==> config.mk <==
export PLATFORM = sky130hd
export DESIGN_NAME = ps2_mole_input_flat
export DESIGN_NICKNAME = d
export VERILOG_FILES = /design/src/rtl/ps2_mole_input_pkg.sv /design/src/rtl/ps2_mole_input_if.sv /design/src/rtl/ps2_mole_input_ps2_rx.sv /design/src/rtl/ps2_mole_input.sv /design/src/flat_wrapper.sv
export SDC_FILE = /design/constraint.sdc
export NUM_CORES = 1
export LEC_CHECK = 0
export CAP_MARGIN = 20
export CORE_MARGIN = 10
export CORE_UTILIZATION = 60
export CTS_CLUSTER_SIZE = 8
export DETAILED_ROUTE_END_ITERATION = 16
export DONT_BUFFER_PORTS = 1
export GPL_ROUTABILITY_DRIVEN = 0
export PLACE_DENSITY = 0.75
export SKIP_LAST_GASP = 1
export SYNTH_ARGS = -nofsm -noshare
export SYNTH_HDL_FRONTEND = slang
export SYNTH_SLANG_ARGS = --single-unit
==> constraint.sdc <==
create_clock -name clock -period 6.5 [get_ports clock]
set_input_delay 0 -clock clock [delete_from_list [all_inputs] [get_ports clock]]
set_output_delay 0 -clock clock [all_outputs]
set_load 0.1 [all_outputs]
==> src/rtl/ps2_mole_input_pkg.sv <==
// Shared constants for the mole-game PS/2 input stage: hit codes, scan codes,
// receiver FSM encoding and the key-map lookup used by the decoder.
package ps2_mole_input_pkg;

    // Hit codes presented to the game datapath
    localparam logic [2:0] HIT_NONE  = 3'b000;
    localparam logic [2:0] HIT_MOLE1 = 3'b001;
    localparam logic [2:0] HIT_MOLE2 = 3'b010;
    localparam logic [2:0] HIT_MOLE3 = 3'b011;
    localparam logic [2:0] HIT_MOLE4 = 3'b100;
    localparam logic [2:0] HIT_MOLE5 = 3'b101;

    // Set-2 scan codes the game cares about
    localparam logic [7:0] SC_A     = 8'h1C;
    localparam logic [7:0] SC_S     = 8'h1B;
    localparam logic [7:0] SC_D     = 8'h23;
    localparam logic [7:0] SC_F     = 8'h2B;
    localparam logic [7:0] SC_G     = 8'h34;
    localparam logic [7:0] SC_ENTER = 8'h5A;
    localparam logic [7:0] SC_BREAK = 8'hF0;
    localparam logic [7:0] SC_EXT   = 8'hE0;

    // Slot numbers inside heldKeys; moles occupy 0..4
    localparam logic [2:0] SLOT_ENTER = 3'd5;

    // Frame receiver states, one PS/2 bit consumed per falling edge
    typedef enum logic [1:0] {
        RX_IDLE,
        RX_DATA,
        RX_PARITY,
        RX_STOP
    } rxState_t;

    // Result of mapping a scan code onto a held-key slot
    typedef struct packed {
        logic       known;
        logic [2:0] slot;
    } keyLookup_t;

    function automatic keyLookup_t lookupKey(input logic [7:0] code);
        keyLookup_t result;
        result.known = 1'b1;
        result.slot  = 3'd0;
        case (code)
            SC_A:     result.slot = 3'd0;
            SC_S:     result.slot = 3'd1;
            SC_D:     result.slot = 3'd2;
            SC_F:     result.slot = 3'd3;
            SC_G:     result.slot = 3'd4;
            SC_ENTER: result.slot = SLOT_ENTER;
            default:  result.known = 1'b0;
        endcase
        return result;
    endfunction

endpackage

==> src/rtl/ps2_mole_input_if.sv <==
// Bundle between the PS/2 side plus the game datapath and the input stage.
// master = environment (drives the PS/2 lines), slave = ps2_mole_input.
interface ps2_mole_input_if;
    logic       ps2_clk;
    logic       ps2_data;
    logic [2:0] hit;
    logic       startGame;
    logic       frameError;
    logic [5:0] heldKeys;

    modport master (
        output ps2_clk, ps2_data,
        input  hit, startGame, frameError, heldKeys
    );

    modport slave (
        input  ps2_clk, ps2_data,
        output hit, startGame, frameError, heldKeys
    );
endinterface

==> src/rtl/ps2_mole_input_ps2_rx.sv <==
// PS/2 frame receiver: synchronises the raw lines, detects falling clock
// edges, deserialises start/8 data/odd parity/stop and abandons stalled frames.
module ps2_rx
    import ps2_mole_input_pkg::*;
#(
    parameter int TIMEOUT_CYCLES = 50000,
    parameter int SYNC_STAGES    = 2
) (
    input  logic       clock,
    input  logic       reset,
    input  logic       ps2Clk,
    input  logic       ps2Data,
    output logic [7:0] rxByte,
    output logic       byteValid,
    output logic       frameError
);

    localparam int TW = (TIMEOUT_CYCLES > 2) ? $clog2(TIMEOUT_CYCLES) : 1;
    localparam logic [TW-1:0] TIMEOUT_LAST = TW'(TIMEOUT_CYCLES - 1);

    logic [SYNC_STAGES-1:0] clkSync;
    logic [SYNC_STAGES-1:0] dataSync;
    logic                   clkPrev;
    logic                   clkNow;
    logic                   dataNow;
    logic                   fallEdge;

    rxState_t      state, stateNext;
    logic [7:0]    shiftReg, shiftNext;
    logic [2:0]    bitCount, bitCountNext;
    logic          parityBit, parityNext;
    logic [TW-1:0] timeoutCount, timeoutNext;
    logic [7:0]    byteNext;
    logic          validNext;
    logic          errorNext;

    assign clkNow   = clkSync[SYNC_STAGES-1];
    assign dataNow  = dataSync[SYNC_STAGES-1];
    assign fallEdge = clkPrev & ~clkNow;

    // Synchronisers and edge history; idle bus level is 1
    always_ff @(posedge clock or negedge reset) begin
        if (!reset) begin
            clkSync  <= '1;
            dataSync <= '1;
            clkPrev  <= 1'b1;
        end else begin
            // NOTE: non-blocking assignments so each stage samples its
            // predecessor's pre-edge value and the chain really delays.
            clkSync  <= {clkSync[SYNC_STAGES-2:0], ps2Clk};
            dataSync <= {dataSync[SYNC_STAGES-2:0], ps2Data};
            clkPrev  <= clkNow;
        end
    end

    // State register plus frame datapath and the registered result pulses
    always_ff @(posedge clock or negedge reset) begin
        if (!reset) begin
            state        <= RX_IDLE;
            shiftReg     <= '0;
            bitCount     <= '0;
            parityBit    <= 1'b0;
            timeoutCount <= '0;
            rxByte       <= '0;
            byteValid    <= 1'b0;
            frameError   <= 1'b0;
        end else begin
            state        <= stateNext;
            shiftReg     <= shiftNext;
            bitCount     <= bitCountNext;
            parityBit    <= parityNext;
            timeoutCount <= timeoutNext;
            rxByte       <= byteNext;
            byteValid    <= validNext;
            frameError   <= errorNext;
        end
    end

    // Next-state logic: one frame bit per falling edge, timeout overrides
    always_comb begin
        // NOTE: every signal gets a default before the case so no path
        // leaves one unassigned and infers a latch.
        stateNext    = state;
        shiftNext    = shiftReg;
        bitCountNext = bitCount;
        parityNext   = parityBit;
        timeoutNext  = timeoutCount;
        byteNext     = rxByte;
        validNext    = 1'b0;
        errorNext    = 1'b0;

        case (state)
            RX_IDLE: begin
                timeoutNext = '0;
                if (fallEdge) begin
                    if (!dataNow) begin
                        stateNext    = RX_DATA;
                        bitCountNext = '0;
                    end else begin
                        errorNext = 1'b1;
                    end
                end
            end
            RX_DATA: begin
                if (fallEdge) begin
                    shiftNext = {dataNow, shiftReg[7:1]};
                    if (bitCount == 3'd7) begin
                        stateNext = RX_PARITY;
                    end else begin
                        bitCountNext = bitCount + 3'd1;
                    end
                end
            end
            RX_PARITY: begin
                if (fallEdge) begin
                    parityNext = dataNow;
                    stateNext  = RX_STOP;
                end
            end
            RX_STOP: begin
                if (fallEdge) begin
                    if (dataNow && (^{shiftReg, parityBit})) begin
                        validNext = 1'b1;
                        byteNext  = shiftReg;
                    end else begin
                        errorNext = 1'b1;
                    end
                    stateNext = RX_IDLE;
                end
            end
            default: stateNext = RX_IDLE;
        endcase

        // A live edge keeps the frame alive; silence past the limit drops it
        if (state != RX_IDLE) begin
            if (fallEdge) begin
                timeoutNext = '0;
            end else if (timeoutCount == TIMEOUT_LAST) begin
                timeoutNext = '0;
                errorNext   = 1'b1;
                stateNext   = RX_IDLE;
            end else begin
                timeoutNext = timeoutCount + TW'(1);
            end
        end
    end

endmodule

==> src/rtl/ps2_mole_input.sv <==
// Mole game input stage: receives PS/2 bytes, tracks E0/F0 prefixes, keeps
// the held-key map and emits one pulse per physical press.
module ps2_mole_input
    import ps2_mole_input_pkg::*;
#(
    parameter int TIMEOUT_CYCLES = 50000,
    parameter int SYNC_STAGES    = 2
) (
    input  logic             clock,
    input  logic             reset,
    ps2_mole_input_if.slave  bus
);

    logic [7:0] rxByte;
    logic       byteValid;
    logic       rxError;

    logic       breakPending;
    logic       extPending;
    logic [5:0] heldReg;
    logic [2:0] hitReg;
    logic       startReg;
    keyLookup_t key;

    ps2_rx #(
        .TIMEOUT_CYCLES (TIMEOUT_CYCLES),
        .SYNC_STAGES    (SYNC_STAGES)
    ) u_rx (
        .clock      (clock),
        .reset      (reset),
        .ps2Clk     (bus.ps2_clk),
        .ps2Data    (bus.ps2_data),
        .rxByte     (rxByte),
        .byteValid  (byteValid),
        .frameError (rxError)
    );

    assign key = lookupKey(rxByte);

    // Decoder: prefix flags, held-key map and single-cycle press pulses
    always_ff @(posedge clock or negedge reset) begin
        if (!reset) begin
            breakPending <= 1'b0;
            extPending   <= 1'b0;
            heldReg      <= '0;
            hitReg       <= HIT_NONE;
            startReg     <= 1'b0;
        end else begin
            hitReg   <= HIT_NONE;
            startReg <= 1'b0;
            if (rxError) begin
                // A broken frame may have eaten the byte a prefix belonged to
                breakPending <= 1'b0;
                extPending   <= 1'b0;
            end else if (byteValid) begin
                if (rxByte == SC_EXT) begin
                    extPending <= 1'b1;
                end else if (rxByte == SC_BREAK) begin
                    breakPending <= 1'b1;
                end else begin
                    breakPending <= 1'b0;
                    extPending   <= 1'b0;
                    if (!extPending && key.known) begin
                        if (breakPending) begin
                            heldReg[key.slot] <= 1'b0;
                        end else if (!heldReg[key.slot]) begin
                            // First make only; typematic repeats find the bit set
                            heldReg[key.slot] <= 1'b1;
                            if (key.slot == SLOT_ENTER) begin
                                startReg <= 1'b1;
                            end else begin
                                hitReg <= key.slot + 3'd1;
                            end
                        end
                    end
                end
            end
        end
    end

    assign bus.hit        = hitReg;
    assign bus.startGame  = startReg;
    assign bus.frameError = rxError;
    assign bus.heldKeys   = heldReg;

endmodule
==> src/flat_wrapper.sv <==
// flat-port wrapper written by rule: the top's interface ports become plain ports
module ps2_mole_input_flat import ps2_mole_input_pkg::*;
#(
    parameter int TIMEOUT_CYCLES = 50000,
    parameter int SYNC_STAGES    = 2
)
  (clock, reset, bus_ps2_clk, bus_ps2_data, bus_hit, bus_startGame, bus_frameError, bus_heldKeys);
  ps2_mole_input_if bus_i ();
  input  logic clock;
  input  logic reset;
  input wire logic [$bits(bus_i.ps2_clk)-1:0] bus_ps2_clk;
  input wire logic [$bits(bus_i.ps2_data)-1:0] bus_ps2_data;
  output wire logic [$bits(bus_i.hit)-1:0] bus_hit;
  output wire logic [$bits(bus_i.startGame)-1:0] bus_startGame;
  output wire logic [$bits(bus_i.frameError)-1:0] bus_frameError;
  output wire logic [$bits(bus_i.heldKeys)-1:0] bus_heldKeys;
  assign bus_i.ps2_clk = bus_ps2_clk;
  assign bus_i.ps2_data = bus_ps2_data;
  assign bus_hit = bus_i.hit;
  assign bus_startGame = bus_i.startGame;
  assign bus_frameError = bus_i.frameError;
  assign bus_heldKeys = bus_i.heldKeys;
  ps2_mole_input #(.TIMEOUT_CYCLES(TIMEOUT_CYCLES), .SYNC_STAGES(SYNC_STAGES)) u_core (.clock(clock), .reset(reset), .bus(bus_i));
endmodule
# After elaboration in Yosys (flattened, before gate mapping)
# Cells that the tools add are included.
# op_classes
add_sub_neg	3
multipliers	0
div_mod_pow	0
n_lt_le_gt_ge	2
n_eq_ne	21
shifts	0
mux	62
bitwise_logic	8
reduce_logical	18
# op_table
op	n
16-bit two-way mux	4
3-bit two-way mux	12
1-bit two-way mux	29
8-bit by 6-bit equality test with 1-bit output (second input constant)	3
2-bit two-way mux	9
16-bit by 1-bit adder with 16-bit output (second input constant)	1
16-bit equality test (second input constant)	1
8-bit by 5-bit equality test with 1-bit output (second input constant)	2
8-bit equality test (second input constant)	2
3-bit one-hot mux with 5 select lines	1
6-bit two-way mux	2
2-bit inequality test (second input constant)	5
9-bit XOR reduction	1
8-bit by 7-bit equality test with 1-bit output (second input constant)	1
2-bit one-hot mux with 4 select lines	1
2-bit AND reduction	4
2-bit nonzero test	4
3-bit by 1-bit adder with 3-bit output (second input constant)	2
6-bit AND	1
3-bit equality test (second input constant)	2
6-bit inverter	1
6-bit OR	1
3-bit one-hot mux with 2 select lines	1
6-bit AND reduction	1
other kinds (17)	23
# word_totals
register_bits	57
latchBits	0
ram_bits	0
mem_bits_ro	0
in_bits	4
word_cells	130
mem_count	0

# Longest topological paths before layout
# Gate-level depths: netlist of run 1.
# logic_depth
word_depth	11
ltp_mapped	8
ltp_nobuf	7

# Hierarchy
# Synthesis of run 1 repeated with hierarchy kept, for this count alone.
# hier_totals
cells_unflattened	257
area_unflattened_um2	2909.0
# modules_own_cells
mod	n_inst	cells_per_inst	area_each_um2	seq_area_each_um2
ps2_rx	1	180	2134.5	1132.3
ps2_mole_input	1	77	774.5	300.3

# Worst setup path before layout of run 1
# No wires, ideal clock.
# synth_path
path_kind	flip-flop to flip-flop
start	reg u_core.u_rx.rxByte[0]
end	reg u_core.heldReg[0] (netlist: u_core.bus.heldKeys[0])
setup_time_ns	0.101
arrival_ns	2.646
required_ns	6.399
path_slack_ns	3.753
stages_incl_launch_ff	9
path_buffers	3
path_cell_list	dfrtp_1 -> buf_6 -> or4b_4 -> or3b_1 -> buf_2 -> a41o_4 -> or4_4 -> buf_6 -> o32ai_1
# synth_between
elab_chain_cells	9
# synth_rtl
item	line	source
from (decl)	ps2_mole_input_ps2_rx.sv:13	output logic [7:0] rxByte,
from (signal assigned)	ps2_mole_input_ps2_rx.sv:73	rxByte <= byteNext;
8-bit by 7-bit equality test with 1-bit output (tied with other cells)	ps2_mole_input_pkg.sv:44	case (code)
3-bit one-hot mux with 5 select lines	ps2_mole_input_pkg.sv:44	
3-bit by 4-bit less-than comparator with 1-bit output (implied by the code) or 3-bit by 1-bit >= comparator with 1-bit output (tied branches)	ps2_mole_input.sv:65, ps2_mole_input.sv:68	
1-bit logical AND (implied by the code)	ps2_mole_input.sv:65, ps2_mole_input.sv:68	
1-bit two-way mux (implied by the code)	ps2_mole_input.sv:65, ps2_mole_input.sv:68	
1-bit demux with 3-bit select	n/a	
6-bit OR (no source line) or 6-bit inverter (tied branches)	n/a	
6-bit two-way mux or 6-bit AND (tied branches)	n/a	
6-bit two-way mux	ps2_mole_input.sv:64	if (breakPending) begin
to (signal assigned)	ps2_mole_input.sv:45	heldReg <= '0;
to (signal, indexed assignment)	ps2_mole_input.sv:65	heldReg[key.slot] <= 1'b0;
to (signal, indexed assignment)	ps2_mole_input.sv:68	heldReg[key.slot] <= 1'b1;
to (decl)	ps2_mole_input.sv:20	logic [5:0] heldReg;
# Several ways; a longest one is shown, not always the timed one. The select of a mux whose other input is x is not followed.
# A chain may end at the register's enable or synchronous reset.

# Worst setup path after layout of run 1
# Ends and elaborated chain as after synthesis.

==> results_dict.tcl, run 1 <==
set metrics [dict create \
    status "finished clean" \
    finalSetupViolCount 0 \
    worst_slew_pin_slew_ns 0.9780 \
    worstSetupStartpointType "flop" \
    synthTopCellsByArea "dfrtp_1, mux2_2, dfstp_2, nor2_1, xnor2_1" \
    worstPathRequired_ns 6.73 \
    r2r_slack_ns 3.67 \
    syn_avg_cell_area_sq_um 10.96 \
    synth_top_area_share_pct 47.12 \
    grt_pass1_vias 1753 \
    p_leak_nw 1.357 \
    port_buffers 0 \
    fill_cells 325 \
    netlist_area_sq_mm 0.002761 \
    post_drt_wl_per_cell_um 14.87 \
    die_height_um 87.84 \
    maxCapViolCount 0 \
    finalHoldViolations 0 \
    drtAntennaViolNets 0 \
    rsz0062_at_grt "no" \
    powerDensity_mw_per_mm2 296.1 \
    path_class "flop to flop" \
    vias 1817 \
    worst_setup_path_end_kind "flop" \
    final_nets 271 \
    rr_worst_depth 5 \
    vias_per_cell 5.732 \
    ys_ff_latch 57 \
    fmax_mhz 353.4 \
    drive_above_1_share_pct 15.85 \
    period_needed_ns 2.829 \
    netlist_top_cells_count "dfrtp_1, nor2_1, mux2_2" \
    synthToLayoutAreaGrowth_pct 9.878 \
    netlist-cell-type-count 46 \
    antenna_found_initial 0 \
    async_reset_ff_share_pct 100.0 \
    yosysMostFrequentCell "dfrtp_1" \
    crit_path_start "u_core.u_rx.rxByte[0]$_DFFE_PN0P_" \
    antenna_cells 0 \
    synth_top_area_cell "dfrtp_1" \
    cp_slowest_cell "or4b_4" \
    postPlaceCellArea_sq_mm 0.002784 \
    synthFlopType "dfrtp_1" \
    post_cts_resized 0 \
    start_util_pct 62.56 \
    post-route-period-util_pct 43.53 \
    yosys_warnings 0 \
    cts_sinks 57 \
    crit_chain "or4b_4 -> or3b_1 -> a41o_4 -> or4_4 -> o32ai_1" \
    grt_overflow 0 \
    grt_pass1_wl_um 8238 \
    ys_seq_area_share_pct 51.88 \
    clock_latency_ns 0.33 \
    drt_first_pass_iters 4 \
    maxSlewViolCount 0 \
    synth_edf_count 0 \
    io_pins 15 \
    cts_tree "built" \
    cts_setup_buffers 0 \
    crit_fanout 9 \
    cts_root_buffer "clkbuf_8" \
    r2r_end "u_core.bus.heldKeys[0]$_DFFE_PN0P_" \
    grt_max_degree 58 \
    clk_pin_slew_ns 0.06 \
    cts_inserted_buffers 9 \
    coreArea_sq_mm 0.004414 \
    tns_ns 0 \
    slowest_delay_ns 0.58 \
    drc_errors 0 \
    cp.arrival_ns 3.05 \
    die_x_um 87.84 \
    fin_skew_ns 0.004970 \
    hold_path_class "input pin to async pin" \
    relSlewSlack_pct 34.80 \
    hpwl_um 3188 \
    num_rows 24 \
    first_iter_violations 104 \
    clockBufferDepth 2 \
    htreeDepth 3 \
    routed_wl_um 4715 \
    die_area_sq_mm 0.007716 \
    vdd_drop_max_uv 280.1 \
    reg2reg_from "u_core.u_rx.rxByte[0]$_DFFE_PN0P_" \
    design_area_sq_mm 0.003034 \
    netlist_instances 252 \
    syn_nets 263 \
    grt_usage_pct 13.59 \
]
## kinds of logic after synthesis
kind of cell	synth area share, %
AOI/OAI and AO/OA	9.515
xor gates and xnor gates	7.476
adders and majority gates	3.172
buffers and inverters	3.443
DFF	51.88
muxes	7.295
and+or+nand+nor	17.22
## how the worst max path moves through the flow
stage                                          to  cells after the start  slack [ns]
2_1_floorplan  u_core.bus.heldKeys[0]$_DFFE_PN0P_                      8        3.75
3_3_place_gp   u_core.bus.heldKeys[0]$_DFFE_PN0P_                      5        3.75
3_5_place_dp   u_core.bus.heldKeys[0]$_DFFE_PN0P_                      5        3.71
4_1_cts        u_core.bus.heldKeys[0]$_DFFE_PN0P_                      5        3.69
5_1_grt        u_core.bus.heldKeys[1]$_DFFE_PN0P_                      5        3.58
6_report       u_core.bus.heldKeys[0]$_DFFE_PN0P_                      5        3.67
## sequential cells by signal, summed over array words and instances, names as in the netlist
name	cells
u_core.u_rx.dataSync	2
u_core.u_rx.bitCount	3
u_core.bus.heldKeys	6
u_core.u_rx.state	2
u_core.bus.startGame	1
u_core.breakPending	1
u_core.u_rx.byteValid	1
u_core.bus.hit	3
u_core.u_rx.shiftReg	8
u_core.extPending	1
u_core.u_rx.clkSync	2
u_core.u_rx.clkPrev	1
u_core.u_rx.frameError	1
u_core.u_rx.rxByte	8
u_core.u_rx.parityBit	1
u_core.u_rx.timeoutCount	16
## layer usage
| metal | share of wire, % | vias to the layer above | global-route usage [%] |
|---|---|---|---|
| met5 | 0 | - | 0 |
| li1 | - | 922 | - |
| met2 | 43 | 24 | 19.05 |
| met3 | 4.5 | 9 | 4.921 |
| met4 | 2.1 | 0 | 6.957 |
| met1 | 51 | 862 | 17.97 |
## where the power goes
group	internal [W]	total (W)	switching [W]
clock	0.000179	0.000308	0.000130
sequential	0.000389	0.000429	0.0000399
combinational	0.0000860	0.000161	0.0000747
## metrics by stage
stage          util (%)  std cells  hold WS (ns)  total power, W  setup slack, ns
2_1_floorplan         -        252       -0.2956       0.0005566            3.753
3_3_place_gp      63.07        297       -0.2939       0.0005830            3.748
3_5_place_dp      63.07        297       -0.2939       0.0005869            3.710
4_1_cts           68.74        317        0.1861       0.0009102            3.689
5_1_grt           68.74        317        0.2043       0.0009489            3.583
6_report          68.74        317        0.2074       0.0008983            3.671
## critical path: cells and delay by family (launching register included)
| kind | cells | cell delay, ns |
|---|---|---|
| DFF | 1 | 0.47 |
| AOI/OAI and AO/OA | 2 | 0.61 |
| and+or+nand+nor | 3 | 1.65 |
## cells in the final DEF, fill, tap and decap left out, types with 2 or more instances in the layout
master / count
nor4bb_1: 2
nand3_1: 15
xnor2_1: 12
nand2_1: 13
ha_1: 7
o32ai_1: 2
a211oi_1: 2
a21oi_1: 6
nor4b_1: 2
inv_1: 14
o21ai_1: 3
nor2b_1: 3
and3_1: 5
nand2b_1: 3
nor3_1: 5
nand4_1: 5
clkinv_2: 2
nor2_1: 29
xor2_1: 9
mux2_2: 17
dfrtp_1: 52
dlygate4sd3_1: 3
o21ai_0: 5
dfstp_2: 5
o31ai_1: 6
a21o_1: 3
clkbuf_8: 13
o41ai_1: 2
## cell type report
cell class / count / area, sq um / area share [%]
Clock buffer: 14 / 182.7 / 6.021
Clock inverter: 2 / 10.01 / 0.3299
Inverter: 14 / 52.55 / 1.732
Multi-Input combinational cell: 174 / 1234 / 40.66
Sequential cell: 57 / 1433 / 47.22
Tap cell: 52 / 65.06 / 2.144
Timing Repair Buffer: 4 / 57.56 / 1.897
## timing repair
| action | in CTS | in global routing |
|---|---|---|
| endpoints found under the hold margin | 59 | 0 |
| hold buffers | 4 | 0 |
| setup endpoints to repair | 0 | 0 |
(Power assumes the default switching activity.)
==> inputs of run 2 (changes only) <==
==> constraint.sdc (replaced) <==
create_clock -name clock -period 2.7 [get_ports clock]
set_input_delay 0 -clock clock [delete_from_list [all_inputs] [get_ports clock]]
set_output_delay 0 -clock clock [all_outputs]
set_load 0.1 [all_outputs]
==> results_dict.tcl, run 2 (synthesis gave the netlist of run 1 again) <==
set metrics [dict create \
    drc_errors 0 \
    final_nets 283 \
    rsz0062_at_grt "no" \
    place_ws_ns 0.1231 \
    powerDensity_mw_per_mm2 666.5 \
    worstSetupStartpointType "flop" \
    final_util_pct 69.84 \
    reg2reg_from "u_core.u_rx.rxByte[1]$_DFFE_PN0P_" \
    die_x_um 87.84 \
    finalHoldViolations 0 \
    p_leak_nw 1.396 \
    clockBufferDepth 2 \
    antenna_cells 0 \
    worst_setup_path_end_kind "flop" \
    finalSetupViolCount 0 \
    worst_slew_pin_slew_ns 0.8720 \
    clock_latency_ns 0.34 \
    cp.arrival_ns 2.84 \
    switching_share_pct 28.53 \
    port_buffers 0 \
    grt_overflow 0 \
    clk_pin_slew_ns 0.06 \
    maxCapViolCount 0 \
    hold_path_class "input pin to async pin" \
    cts_root_buffer "clkbuf_8" \
    cts_inserted_buffers 9 \
    post_cts_resized 0 \
    vdd_drop_max_uv 493.3 \
    crit_fanout 8 \
    path_class "flop to flop" \
    hpwl_um 3445 \
    fin_ws_ns 0.1102 \
    io_pins 15 \
    pwr-share-seq_pct 49.7 \
    htreeDepth 3 \
    grt_use_met3_pct 4.828 \
    status "finished clean" \
    routed_wl_um 4917 \
    reg.largest.list "u_core.u_rx.timeoutCount (16), u_core.u_rx.rxByte (8), u_core.u_rx.shiftReg (8)" \
    final_cell_mix "dfrtp_1, nor2_1, mux2_2" \
    synthToLayoutAreaGrowth_pct 11.64 \
    switching_power_w 0.0005861 \
    coreArea_sq_mm 0.004414 \
    grt_pass1_vias 1911 \
    grt_usage_pct 14.32 \
    cts_tree "built" \
    relSlewSlack_pct 41.90 \
    drtAntennaViolNets 0 \
    fin_skew_ns 0.005537 \
    worstPathRequired_ns 2.95 \
    cts_sinks 57 \
    period_needed_ns 2.590 \
    multiInputGateArea_sq_mm 0.001241 \
    holdWs_ns 0.2021 \
    fmax_mhz 386.1 \
    r2r_end "u_core.bus.heldKeys[0]$_DFFE_PN0P_" \
    die_height_um 87.84 \
    r2r_slack_ns 0.11 \
    pwr-share-clk_pct 30.3 \
    first_iter_violations 106 \
    met1_usage_pct 17.70 \
    fill_cells 331 \
    num_rows 24 \
    ff_latch_area_sq_mm 0.001433 \
    rr_worst_depth 5 \
    post-route-period-util_pct 95.92 \
    vias_per_cell 5.752 \
    antenna_found_initial 0 \
    largest_reg_flops 16 \
    die_area_sq_mm 0.007716 \
    grt_max_degree 58 \
    p_int_w 0.001469 \
    pwr-share-comb_pct 19.9 \
    top_register "u_core.u_rx.timeoutCount" \
    post_drt_wl_per_cell_um 15.04 \
    met2_usage_pct 21.30 \
    drt_first_pass_iters 6 \
    drive_above_1_share_pct 18.18 \
    vias 1881 \
    start_util_pct 62.56 \
    grt_pass1_wl_um 8721 \
    busiest_layer "met2" \
    maxSlewViolCount 0 \
    layout_commonest_cell "dfrtp_1" \
]
run 2: cell count changes in the layout (fill, tap and decap cells not counted), sizes merged:
cell / change
buf: +12
clkbuf: -1
clkinv: -1
run 2: how the worst max path moves through the flow:
stage | from | to | slack (ns) | cells past startpoint
6_report | u_core.u_rx.rxByte[1]$_DFFE_PN0P_ | u_core.bus.heldKeys[0]$_DFFE_PN0P_ | 0.11 | 5
5_1_grt | u_core.u_rx.rxByte[1]$_DFFE_PN0P_ | u_core.bus.heldKeys[0]$_DFFE_PN0P_ | 0.03 | 5
4_1_cts | u_core.u_rx.rxByte[1]$_DFFE_PN0P_ | u_core.bus.heldKeys[0]$_DFFE_PN0P_ | 0.11 | 5
3_5_place_dp | u_core.u_rx.rxByte[1]$_DFFE_PN0P_ | u_core.bus.heldKeys[0]$_DFFE_PN0P_ | 0.12 | 5
3_3_place_gp | u_core.u_rx.rxByte[1]$_DFFE_PN0P_ | u_core.bus.heldKeys[0]$_DFFE_PN0P_ | 0.16 | 5
2_1_floorplan | u_core.u_rx.rxByte[0]$_DFFE_PN0P_ | u_core.bus.heldKeys[0]$_DFFE_PN0P_ | -0.0006 | 8
run 2: timing repair:
action,4_1_cts,5_1_grt
endpoints found under the hold margin,59,0
setup buffers,0,0
hold buffers,4,0
run 2: power by group through the flow:
stage	clock, W	sequential, W	combinational, W
after floorplan	0	0.00102	0.000320
after global placement	0	0.00103	0.000374
after detailed placement	0	0.00104	0.000386
after CTS	0.000645	0.00102	0.000413
after global routing	0.000684	0.00103	0.000458
final	0.000623	0.00102	0.000410
run 2: critical path, stage by stage (launching register included):
cell and delay (ns):
dfrtp_1 0.42, or4b_4 0.57, or3b_1 0.43, a41o_4 0.26
or4_4 0.57, o32ai_2 0.26
run 2: final cells by class:
| cell class | count | share of cell area (%) |
|---|---|---|
| Clock buffer | 13 | 4.505 |
| Inverter | 14 | 1.705 |
| Clock inverter | 1 | 0.1623 |
| Sequential cell | 57 | 46.47 |
| Timing Repair Buffer | 16 | 4.789 |
| Multi-Input combinational cell | 174 | 40.26 |
| Tap cell | 52 | 2.110 |
run 2: per-stage QoR:
step                      cells  instance area (sq um)  setup TNS [ns]  total power (W)
final                       327                   3083               0         0.002055
after floorplan             252                   2775      -0.0006055         0.001340
after global placement      309                   2882               0         0.001406
after CTS                   327                   3083               0         0.002082
after detailed placement    309                   2882               0         0.001424
after global routing        327                   3083               0         0.002176
run 2: layer usage:
layer / wire length [um] / share of wire (%)
met2: 2173 / 44
met5: 0 / 0
met4: 112 / 2.3
met1: 2355 / 48
met3: 275 / 5.6
